File: src/rtl/lsu_pkg.sv
// rtl/lsu_pkg.sv - shared funct3 constants, FSM state encoding and access-size helper for the load/store unit
package lsu_pkg;

    localparam logic [2:0] F3_B  = 3'b000;
    localparam logic [2:0] F3_H  = 3'b001;
    localparam logic [2:0] F3_W  = 3'b010;
    localparam logic [2:0] F3_BU = 3'b100;
    localparam logic [2:0] F3_HU = 3'b101;

    typedef enum logic [1:0] {
        ST_IDLE     = 2'd0,
        ST_ACCESS   = 2'd1,
        ST_MERGE_WR = 2'd2,
        ST_RESP     = 2'd3
    } lsu_state_e;

    // Illegal encodings report 4; they fault on the funct3 check anyway.
    function automatic logic [2:0] access_size(input logic [2:0] funct3);
        case (funct3[1:0])
            2'b00:   access_size = 3'd1;
            2'b01:   access_size = 3'd2;
            default: access_size = 3'd4;
        endcase
    endfunction

endpackage

File: src/rtl/lsu_align.sv
// rtl/lsu_align.sv - load byte/halfword extraction with extension, and sub-word store merge
module lsu_align
    import lsu_pkg::*;
#(
    parameter int XLEN = 32
) (
    input  logic [2:0]      funct3,
    input  logic [1:0]      lane,
    input  logic [XLEN-1:0] word,
    input  logic [XLEN-1:0] wdata,
    output logic [XLEN-1:0] load_data,
    output logic [XLEN-1:0] merged
);

    logic [7:0]  byte_sel;
    logic [15:0] half_sel;

    always_comb begin
        byte_sel  = word[{lane, 3'b000} +: 8];
        half_sel  = word[{lane[1], 4'b0000} +: 16];
        load_data = word;
        case (funct3)
            F3_B:    load_data = {{(XLEN-8){byte_sel[7]}}, byte_sel};
            F3_BU:   load_data = {{(XLEN-8){1'b0}}, byte_sel};
            F3_H:    load_data = {{(XLEN-16){half_sel[15]}}, half_sel};
            F3_HU:   load_data = {{(XLEN-16){1'b0}}, half_sel};
            default: load_data = word;
        endcase
    end

    always_comb begin
        merged = word;
        case (funct3)
            F3_B:    merged[{lane, 3'b000} +: 8]      = wdata[7:0];
            F3_H:    merged[{lane[1], 4'b0000} +: 16] = wdata[15:0];
            default: merged = wdata;
        endcase
    end

endmodule

File: src/rtl/load_store_unit.sv
// rtl/load_store_unit.sv - RV32I load/store sequencer with read-modify-write for sub-word stores
module load_store_unit
    import lsu_pkg::*;
#(
    parameter int MEM_BYTES = 1024,
    parameter int XLEN      = 32
) (
    input  logic            clk,
    input  logic            rst,
    input  logic            req_valid,
    output logic            req_ready,
    input  logic            req_store,
    input  logic [2:0]      req_funct3,
    input  logic [XLEN-1:0] req_addr,
    input  logic [XLEN-1:0] req_wdata,
    output logic            resp_valid,
    output logic [XLEN-1:0] resp_rdata,
    output logic            resp_fault,
    output logic [XLEN-1:0] mem_addr,
    output logic [XLEN-1:0] mem_wdata,
    output logic            mem_write,
    output logic            mem_read,
    input  logic [XLEN-1:0] mem_rdata
);

    lsu_state_e      state_q, state_d;
    logic            store_q, store_d;
    logic [2:0]      funct3_q, funct3_d;
    logic [XLEN-1:0] addr_q, addr_d;
    logic [XLEN-1:0] wdata_q, wdata_d;
    logic [XLEN-1:0] merged_q, merged_d;
    logic [XLEN-1:0] resp_rdata_q, resp_rdata_d;
    logic            resp_fault_q, resp_fault_d;

    logic [XLEN-1:0] load_data;
    logic [XLEN-1:0] merged;
    logic [2:0]      req_size;
    logic [XLEN:0]   last_byte;
    logic            funct_bad, misaligned, range_bad, req_fault;

    lsu_align #(.XLEN(XLEN)) u_align (
        .funct3    (funct3_q),
        .lane      (addr_q[1:0]),
        .word      (mem_rdata),
        .wdata     (wdata_q),
        .load_data (load_data),
        .merged    (merged)
    );

    // One extra bit on the end address so a request near 0xFFFFFFFF cannot wrap into range.
    always_comb begin
        req_size   = access_size(req_funct3);
        last_byte  = {1'b0, req_addr} + (XLEN+1)'(req_size) - (XLEN+1)'(1);
        if (req_store) begin
            funct_bad = !(req_funct3 inside {F3_B, F3_H, F3_W});
        end else begin
            funct_bad = !(req_funct3 inside {F3_B, F3_H, F3_W, F3_BU, F3_HU});
        end
        misaligned = ((req_size == 3'd2) && req_addr[0]) ||
                     ((req_size == 3'd4) && (req_addr[1:0] != 2'b00));
        range_bad  = last_byte >= (XLEN+1)'(MEM_BYTES);
        req_fault  = funct_bad || misaligned || range_bad;
    end

    assign mem_addr   = {addr_q[XLEN-1:2], 2'b00};
    assign resp_rdata = resp_rdata_q;
    assign resp_fault = resp_fault_q;

    always_comb begin
        state_d      = state_q;
        store_d      = store_q;
        funct3_d     = funct3_q;
        addr_d       = addr_q;
        wdata_d      = wdata_q;
        merged_d     = merged_q;
        resp_rdata_d = resp_rdata_q;
        resp_fault_d = resp_fault_q;
        req_ready    = 1'b0;
        resp_valid   = 1'b0;
        mem_read     = 1'b0;
        mem_write    = 1'b0;
        mem_wdata    = '0;

        case (state_q)
            ST_IDLE: begin
                req_ready = 1'b1;
                if (req_valid) begin
                    store_d  = req_store;
                    funct3_d = req_funct3;
                    addr_d   = req_addr;
                    wdata_d  = req_wdata;
                    if (req_fault) begin
                        resp_rdata_d = '0;
                        resp_fault_d = 1'b1;
                        state_d      = ST_RESP;
                    end else begin
                        state_d = ST_ACCESS;
                    end
                end
            end
            ST_ACCESS: begin
                if (!store_q) begin
                    mem_read     = 1'b1;
                    resp_rdata_d = load_data;
                    resp_fault_d = 1'b0;
                    state_d      = ST_RESP;
                end else if (funct3_q == F3_W) begin
                    mem_write    = 1'b1;
                    mem_wdata    = wdata_q;
                    resp_rdata_d = '0;
                    resp_fault_d = 1'b0;
                    state_d      = ST_RESP;
                end else begin
                    mem_read = 1'b1;
                    merged_d = merged;
                    state_d  = ST_MERGE_WR;
                end
            end
            ST_MERGE_WR: begin
                mem_write    = 1'b1;
                mem_wdata    = merged_q;
                resp_rdata_d = '0;
                resp_fault_d = 1'b0;
                state_d      = ST_RESP;
            end
            ST_RESP: begin
                resp_valid = 1'b1;
                state_d    = ST_IDLE;
            end
            default: state_d = ST_IDLE;
        endcase
    end

    always_ff @(posedge clk) begin
        if (rst) begin
            state_q      <= ST_IDLE;
            store_q      <= 1'b0;
            funct3_q     <= 3'b000;
            addr_q       <= '0;
            wdata_q      <= '0;
            merged_q     <= '0;
            resp_rdata_q <= '0;
            resp_fault_q <= 1'b0;
        end else begin
            state_q      <= state_d;
            store_q      <= store_d;
            funct3_q     <= funct3_d;
            addr_q       <= addr_d;
            wdata_q      <= wdata_d;
            merged_q     <= merged_d;
            resp_rdata_q <= resp_rdata_d;
            resp_fault_q <= resp_fault_d;
        end
    end

endmodule

File: config.mk
export PLATFORM = sky130hd
export DESIGN_NAME = load_store_unit
export DESIGN_NICKNAME = d
export VERILOG_FILES = /design/src/rtl/lsu_pkg.sv /design/src/rtl/lsu_align.sv /design/src/rtl/load_store_unit.sv
export SDC_FILE = /design/constraint.sdc
export NUM_CORES = 1
export LEC_CHECK = 0
export CORE_ASPECT_RATIO = 1.2
export CORE_MARGIN = 5
export CORE_UTILIZATION = 55
export CTS_CLUSTER_DIAMETER = 200
export DETAILED_ROUTE_END_ITERATION = 10
export PLACE_DENSITY = 0.86
export SYNTH_ARGS = -nofsm -noshare
export SYNTH_HDL_FRONTEND = slang
export SYNTH_SLANG_ARGS = --single-unit
File: constraint.sdc
create_clock -name clk -period 12.32 [get_ports clk]
set_input_delay 1.848 -clock clk [delete_from_list [all_inputs] [get_ports clk]]
set_output_delay 1.848 -clock clk [all_outputs]
set_load 0.02 [all_outputs]
==> parameters.txt <==
Parameter                              Value

Yosys
  Portion of the post-synthesis area used by sequential elements ... 30.1%
  Synth warn ... 0
  Post-synthesis instance area ... 0.00898 mm²
  Mean instance size in the synthesized netlist ... 7.42 µm²
  Cell taking the most area after synthesis ... sky130_fd_sc_hd__dfxtp_1
  Number of unique standard cell types used by synthesis ... 70
  Register bit total from synthesis ... 135
  Async set-reset flop share out of synthesis ... 0%
  Count of flip-flops with a built-in enable after synthesis ... 0
  Primary FF master, synth ... sky130_fd_sc_hd__dfxtp_1
  Area contributors post-synth ... sky130_fd_sc_hd__dfxtp_1 30%, sky130_fd_sc_hd__nand2_1 8.4%, sky130_fd_sc_hd__a21oi_1 6.9%, sky130_fd_sc_hd__ha_1 6.1%, sky130_fd_sc_hd__nor2_1 5.5%
  Top-area cell type share of the netlist area ... 30.1%
  Gate count after technology mapping ... 1,211

Timing
  Hold violation total from the final report ... 0
  Unrepaired setup endpoints after global routing ... false
  Rel. slew slack ... 17.2%
  Max Slew Vio Count ... 0
  Worst clock skew ... 12.2 ps
  Tmin final ... 6310 ps
  Final Hold Slack ... roughly 450 ps
  Fmax ... 159 MHz
  Count of final setup violators ... 0
  Transition at the pin with the smallest max-transition slack ... 1230 ps
  Period utilisation layout ... between 50% and 60%
  Post-layout worst setup margin ... around 6000 ps
  Setup TNS Final ... 0 ps

Cells and area
  Fraction of final layout cells with drive strength greater than 1 ... 5.88%
  Most common cell after layout, fill and taps aside ... sky130_fd_sc_hd__clkdlybuf4s50_1
  Leading cell types in the layout, fill and taps excluded ... 200 x sky130_fd_sc_hd__clkdlybuf4s50_1, 199 x sky130_fd_sc_hd__nand2_1, 135 x sky130_fd_sc_hd__dfxtp_1, 130 x sky130_fd_sc_hd__nor2_1, 124 x sky130_fd_sc_hd__a21oi_1
  Final net count ... 1,478
  Final cell area excluding filler cells ... 0.0114 mm²
  Fin util ... 70.8%
  Area added between synthesis and finish ... 27.2%
  Post-route non-filler standard cell count ... between 1,500 and 2,000
  Diode insertion count for antenna repair ... 0

CTS
  Number of buffers inserted for hold repair after clock tree synthesis ... 0
  Insertion delay to the later sink of the worst-skew pair ... 430 ps
  TritonCTS clock tree ... built
  Register clock-pin slew on the reported worst setup and hold paths ... around 60 ps
  Inserted Clock Buffers ... 17
  CTS Sinks ... about 140
  Clock buffer depth ... 2
  Root cell of the clock tree ... sky130_fd_sc_hd__clkbuf_16
  Setup repair bufs after CTS ... 0
  Number of gates given a new drive strength after cts ... 0
  H-Tree Depth ... 4

Place
  HPWL after DPL ... between 20 and 25 mm
  Instance area at placement ... 0.0108 mm²
  Post-Place Setup Slack ... 5720 ps
  Count of input and output buffers ... around 200
  Instance count after placement with tap cells included ... 1,523
  Placer's final routability congestion estimate ... 1.01

Power and ir drop
  Leak pwr ... 4.24 nW
  Sequential cell fraction of total power ... 30.6%
  Switching power ... approximately 730 µW
  Pint ... 1.13 mW
  Combinational fraction of design power ... 38.6%
  Switching share of power ... between 30% and 40%
  Final Total Pwr ... 1.86 mW
  Clock Power Share ... 30.9%
  Power per unit of standard cell area ... 163 mW/mm²
  Worst voltage drop across the vdd grid ... 0.109 mV

Routing
  Via count of the routed design ... 9,691
  First-pass iteration count of the detailed router ... 10
  Sum of routed wire length over all layers ... about 32 mm
  Routed Antenna Nets ... 0
  Number of remaining DRC errors ... 1
  DR WL/cell ... ~20 µm
  DR iter-0 viols ... approximately 1,100
  Via density per instance ... roughly 6.2

Critical path
  Largest stage delay, worst path ... 850 ps
  Element type at the critical path end ... flip-flop
  Crit Path Max Fanout ... 32
  Cell breakdown of the critical path ... clkdlybuf4s50_1 -> or2_2 -> ha_1 -> inv_1 -> ha_1 -> inv_1 -> fa_1 -> nand2b_1 -> a21o_1 -> o41ai_2 -> or2_1 -> xnor2_1 -> o2111ai_1 -> nor4_1 -> nand4_2 -> a21oi_4 -> o2bb2ai_1
  Origin of the worst setup path ... req_funct3[1]
  Critical Path Start Type ... input port
  Arrival @ worst endpoint ... 6640 ps
  Bufs and invs on worst path ... 3
  Slowest-stage cell, CP ... sky130_fd_sc_hd__a21oi_4
  Required arrival time at the worst endpoint ... 12,650 ps
  Top delay family on crit path ... compound AO/OA/AOI/OAI gates
  RR Startpoint ... state_q[1]$_SDFFE_PP0N_
  Type of the setup path with the least slack ... input port to flip-flop

Min path
  Min-delay src ... addr_q[29]$_SDFFE_PP0P_
  Classification of the worst-slack hold path ... flip-flop to flip-flop

GRT
  Leftover overflow at the end of global routing ... 0
  Number of antenna violations at the first check in global routing ... 0
  Global-route usage over all layers ... 32.0%
  Wire length of the first global-routing pass ... 48.8 mm
  Largest net degree at the start of global routing ... 85
  Number of global-route vias before repair ... 9,084

Die
  Die height ... 150 µm
  Die outline width ... roughly 130 µm
  Die Outline Area ... 0.0190 mm²
  Cell Rows ... 51
  Number of primary I/O pins ... 204
  CORE AREA ... about 0.016 mm²
  Initial Utilization ... 55.6%

Run status
  Outcome ... finished with violations
  Violated checks ... design-rule violations

Job
  Max cap viols ... 0
## cell families after synthesis
family / after synthesis / share of synthesized area, %
simple gates: 447 / 21.7
fa+ha+maj: 45 / 6.35
buf+inv: 175 / 9.12
compound gates: 384 / 30.0
xor+xnor: 13 / 1.27
other cells: 1 / 0.0417
flops: 135 / 30.1
mux: 11 / 1.49
## area by class of cell
cell class,instances,area (µm²)
multi-input combinational,902,5470
fill,1355,4720
sequential,135,2700
timing repair buffer,212,2090
clock buffer,18,439
tap,212,265
inverter,62,233
clock inverter,14,220
## final timing paths
check	slack [ps]	end	depth (start not counted)
setup / recovery	6010	resp_rdata[7]$_SDFFE_PP0P_	17
hold / removal	450	addr_q[29]$_SDFFE_PP0P_	2
setup reg to reg	8760	resp_rdata[7]$_SDFFE_PP0P_	10
hold reg to reg	450	addr_q[29]$_SDFFE_PP0P_	2
## synth_stat cells, types with 10 or more instances
master / instances
sky130_fd_sc_hd__nand2_1: 200
sky130_fd_sc_hd__dfxtp_1: 135
sky130_fd_sc_hd__nor2_1: 132
sky130_fd_sc_hd__a21oi_1: 124
sky130_fd_sc_hd__inv_1: 61
sky130_fd_sc_hd__clkbuf_1: 56
sky130_fd_sc_hd__ha_1: 44
sky130_fd_sc_hd__a22oi_1: 43
sky130_fd_sc_hd__o21ai_0: 37
sky130_fd_sc_hd__buf_4: 33
sky130_fd_sc_hd__nor2b_1: 26
sky130_fd_sc_hd__a211oi_1: 25
sky130_fd_sc_hd__a221oi_1: 25
sky130_fd_sc_hd__nor3_1: 24
sky130_fd_sc_hd__o2bb2ai_1: 22
sky130_fd_sc_hd__nand3_1: 16
sky130_fd_sc_hd__buf_2: 13
sky130_fd_sc_hd__nand4_1: 13
sky130_fd_sc_hd__o211ai_1: 13
sky130_fd_sc_hd__o21a_1: 11
sky130_fd_sc_hd__o2bb2ai_2: 10
## state kept, by name (all words and copies together) (netlist names)
name	flops
wdata_q	32
store_q	1
funct3_q	3
resp_rdata	32
merged_q	32
addr_q	32
state_q	2
resp_fault	1
## power groups by stage
stage	logic, mW	registers, mW	clock network, mW
floorplan	0.470	0.577	0
global placement	0.695	0.573	0
detailed placement	0.705	0.576	0
CTS	0.713	0.568	0.579
global route	0.778	0.577	0.596
finish	0.719	0.570	0.576
## tightest hold or removal path, stage by stage, from the launching register on
cell                      delay [ps]
sky130_fd_sc_hd__dfxtp_1         310
sky130_fd_sc_hd__nand2_1          50
sky130_fd_sc_hd__a21oi_1          50
## routing by layer
metal  GRT usage, %  vias up  wire length (µm)
met2           58.6      526             16400
met5              0        -                 0
met1           35.9     4489             11400
met3           4.75      121              2200
li1               -     4555                 -
met4           16.0        0              1630
Power figures use the tool's default switching activity.
==> RTL change (same flow settings) <==
Take the reset off `addr_q`, `wdata_q` and `resp_rdata_q` and load them in a clocked block of their own.
--- a/src/rtl/load_store_unit.sv
+++ b/src/rtl/load_store_unit.sv
@@ -137,8 +137,5 @@
             store_q      <= 1'b0;
             funct3_q     <= 3'b000;
-            addr_q       <= '0;
-            wdata_q      <= '0;
             merged_q     <= '0;
-            resp_rdata_q <= '0;
             resp_fault_q <= 1'b0;
         end else begin
@@ -146,12 +143,15 @@
             store_q      <= store_d;
             funct3_q     <= funct3_d;
-            addr_q       <= addr_d;
-            wdata_q      <= wdata_d;
             merged_q     <= merged_d;
-            resp_rdata_q <= resp_rdata_d;
             resp_fault_q <= resp_fault_d;
         end
     end
 
+    always_ff @(posedge clk) begin
+        addr_q       <= addr_d;
+        wdata_q      <= wdata_d;
+        resp_rdata_q <= resp_rdata_d;
+    end
+
 endmodule
 
Check against the original RTL: not equivalent (Yosys sat finds a counterexample within 4 cycles, from zero or initial values and one cycle with rst high).
==> RTL change against the original RTL <==
  * Synthesized area down 4.5%
  * Sequential cell count unchanged
  * First-iteration DRC count down 13%
  * Wire length down 12%
  * Maximum frequency up 13%
  * Critical path depth up 1
  * Final area down 3.5%
  * Die area down 4.2%
  * Worst hold slack better by 0.0034 ns
  * Power up 7.8%
  * Worst setup slack better by 0.73 ns
==> RTL change: results (changes against the original RTL) <==
status: finished, final reports clean
crit path capture: resp_fault$_SDFFE_PP0P_
met3 usage: 6.20% (+1.5 points)
multiplexer share of the synthesized area: 0.730% (-0.76 points)
IO buf count: 201 (unchanged)
Final Hold Viols: 0 (unchanged)
metal3 WL: 2550 µm (+16%)
H-tree depth: 4 (unchanged)
first-pass GRT wire length: 42800 µm (-12%)
asr flop ratio synth: 0% (unchanged)
largest net degree at the start of global routing: 55 (-35%)
register area share after synthesis: 42.7% (+13 points)
Post-DP Area: 0.0105 mm² (-2.7%)
Synth Area in Compound Gates: 24.7% (-5.2 points)
Post-Synth XOR/XNOR Area: 1.02% (-0.25 points)
hpwl dp: 20600 µm (-11%)
share of post-route cells with drive strength above 1: 6.68% (+0.80 points)
Post-Route WL: 27700 µm (-12%)
All-Layer GR Usage: 30.2% (-1.7 points)
Hold Path Cell Cnt: 2 (unchanged)
fillers: 1180 (-13%)
Worst VDD drop: 0.0889 mV (-18%)
routed length per instance: 21.3 µm (+5.1%)
yosys synthesis warning count: 0 (unchanged)
setup slack, reg-to-reg: 8.77 ns (about the same)
routability congestion estimate: 0.989 (-2.0%)
wl on met1: 9800 µm (-14%)
Iter 0 DRT Violations: 970 (-13%)
CTS Buf Count: 17 (unchanged)
drt pass-1 iters: 6 (-4)
met1 global-route usage: 35.4% (-0.45 points)
Synth top cells by count: 96 x edfxtp_1, 88 x a21oi_1, 87 x nand2_1
Layout Skew: 0.0107 ns (-0.00152 ns)
number of global-route vias before repair: 7996 (-12%)
Slew HR: 32.7% (+15 points)
critical path's largest stage delay: 0.48 ns (-0.37 ns)
Setup TNS: 0 ns (unchanged)
layout net count: 1227 (-17%)
met2 GRT Util: 50.2% (-8.4 points)
Synth area leaders: edfxtp_1 34%, dfxtp_1 9.1%, ha_1 6.4%
adder-cell area share of the yosys netlist: 6.65% (+0.30 points)
Place WS: 6.34 ns (+0.626 ns)
clock period minus worst slack: 5.58 ns (-0.730 ns)
slowest CP cell: clkdlybuf4s50_1
routed wl met2: 13600 µm (-17%)
Netlist cell types: 78 (+11%)
Critical path origin: req_funct3[0]
syn_area_per_cell: 9.26 µm² (+25%)
reg2reg path depth: 12 (+2)
worst path arrival time: 5.90 ns (-0.74 ns)
Lkg Pwr: 4.07 nW (-4.1%)
Worst Path Max Fanout: 33 (+3.1%)
Vias: 8126 (-16%)
largest area contributor in the netlist: edfxtp_1
kind of cell adding the most delay to the critical path: simple AND/OR/NAND/NOR gates
Placed Instances: 1268 (-17%)
Bufs on Longest Clock Path: 2 (unchanged)
Post-synth EDFFs: 96 (+96)
RTL change: cell count changes in the layout (fill, tap and decap cells not counted), sizes merged, moves of 12 or more:
cell,before,now
nor2,133,73
inv,64,78
a221o,0,14
nand2,200,87
edfxtp,0,96
a21oi,125,90
a221oi,26,14
o2bb2ai,32,1
dfxtp,135,39
RTL change: how the worst min path moves through the flow:
stage                                         start                   endpoint  slack (ns)
final                     merged_q[26]$_SDFFE_PP0P_  merged_q[26]$_SDFFE_PP0P_        0.46
after global routing      merged_q[25]$_SDFFE_PP0P_  merged_q[25]$_SDFFE_PP0P_        0.48
after CTS                 merged_q[26]$_SDFFE_PP0P_  merged_q[26]$_SDFFE_PP0P_        0.46
after detailed placement  merged_q[25]$_SDFFE_PP0P_  merged_q[25]$_SDFFE_PP0P_        0.45
after global placement    merged_q[26]$_SDFFE_PP0P_  merged_q[26]$_SDFFE_PP0P_        0.44
after floorplan           merged_q[25]$_SDFFE_PP0P_  merged_q[25]$_SDFFE_PP0P_        0.43
RTL change: layout make-up:
cell class / instances / share of cell area, %
multi-input combinational: 649 / 38.3
clock buffer: 17 / 3.86
clock inverter: 15 / 1.17
sequential: 135 / 33.2
timing repair buffer: 209 / 18.8
tap: 208 / 2.36
inverter: 67 / 2.28
RTL change: metrics by stage:
step	utilization, %	power [mW]
2_1_floorplan	-	1.22
3_3_place_gp	67.8	1.50
3_5_place_dp	67.8	1.52
4_1_cts	71.4	2.01
5_1_grt	71.4	2.10
6_report	71.4	2.01
RTL change: power breakdown:
part           switching (mW)  total, mW  internal (mW)
sequential             0.0682      0.710          0.642
combinational           0.491      0.811          0.319
clock                   0.224      0.490          0.266
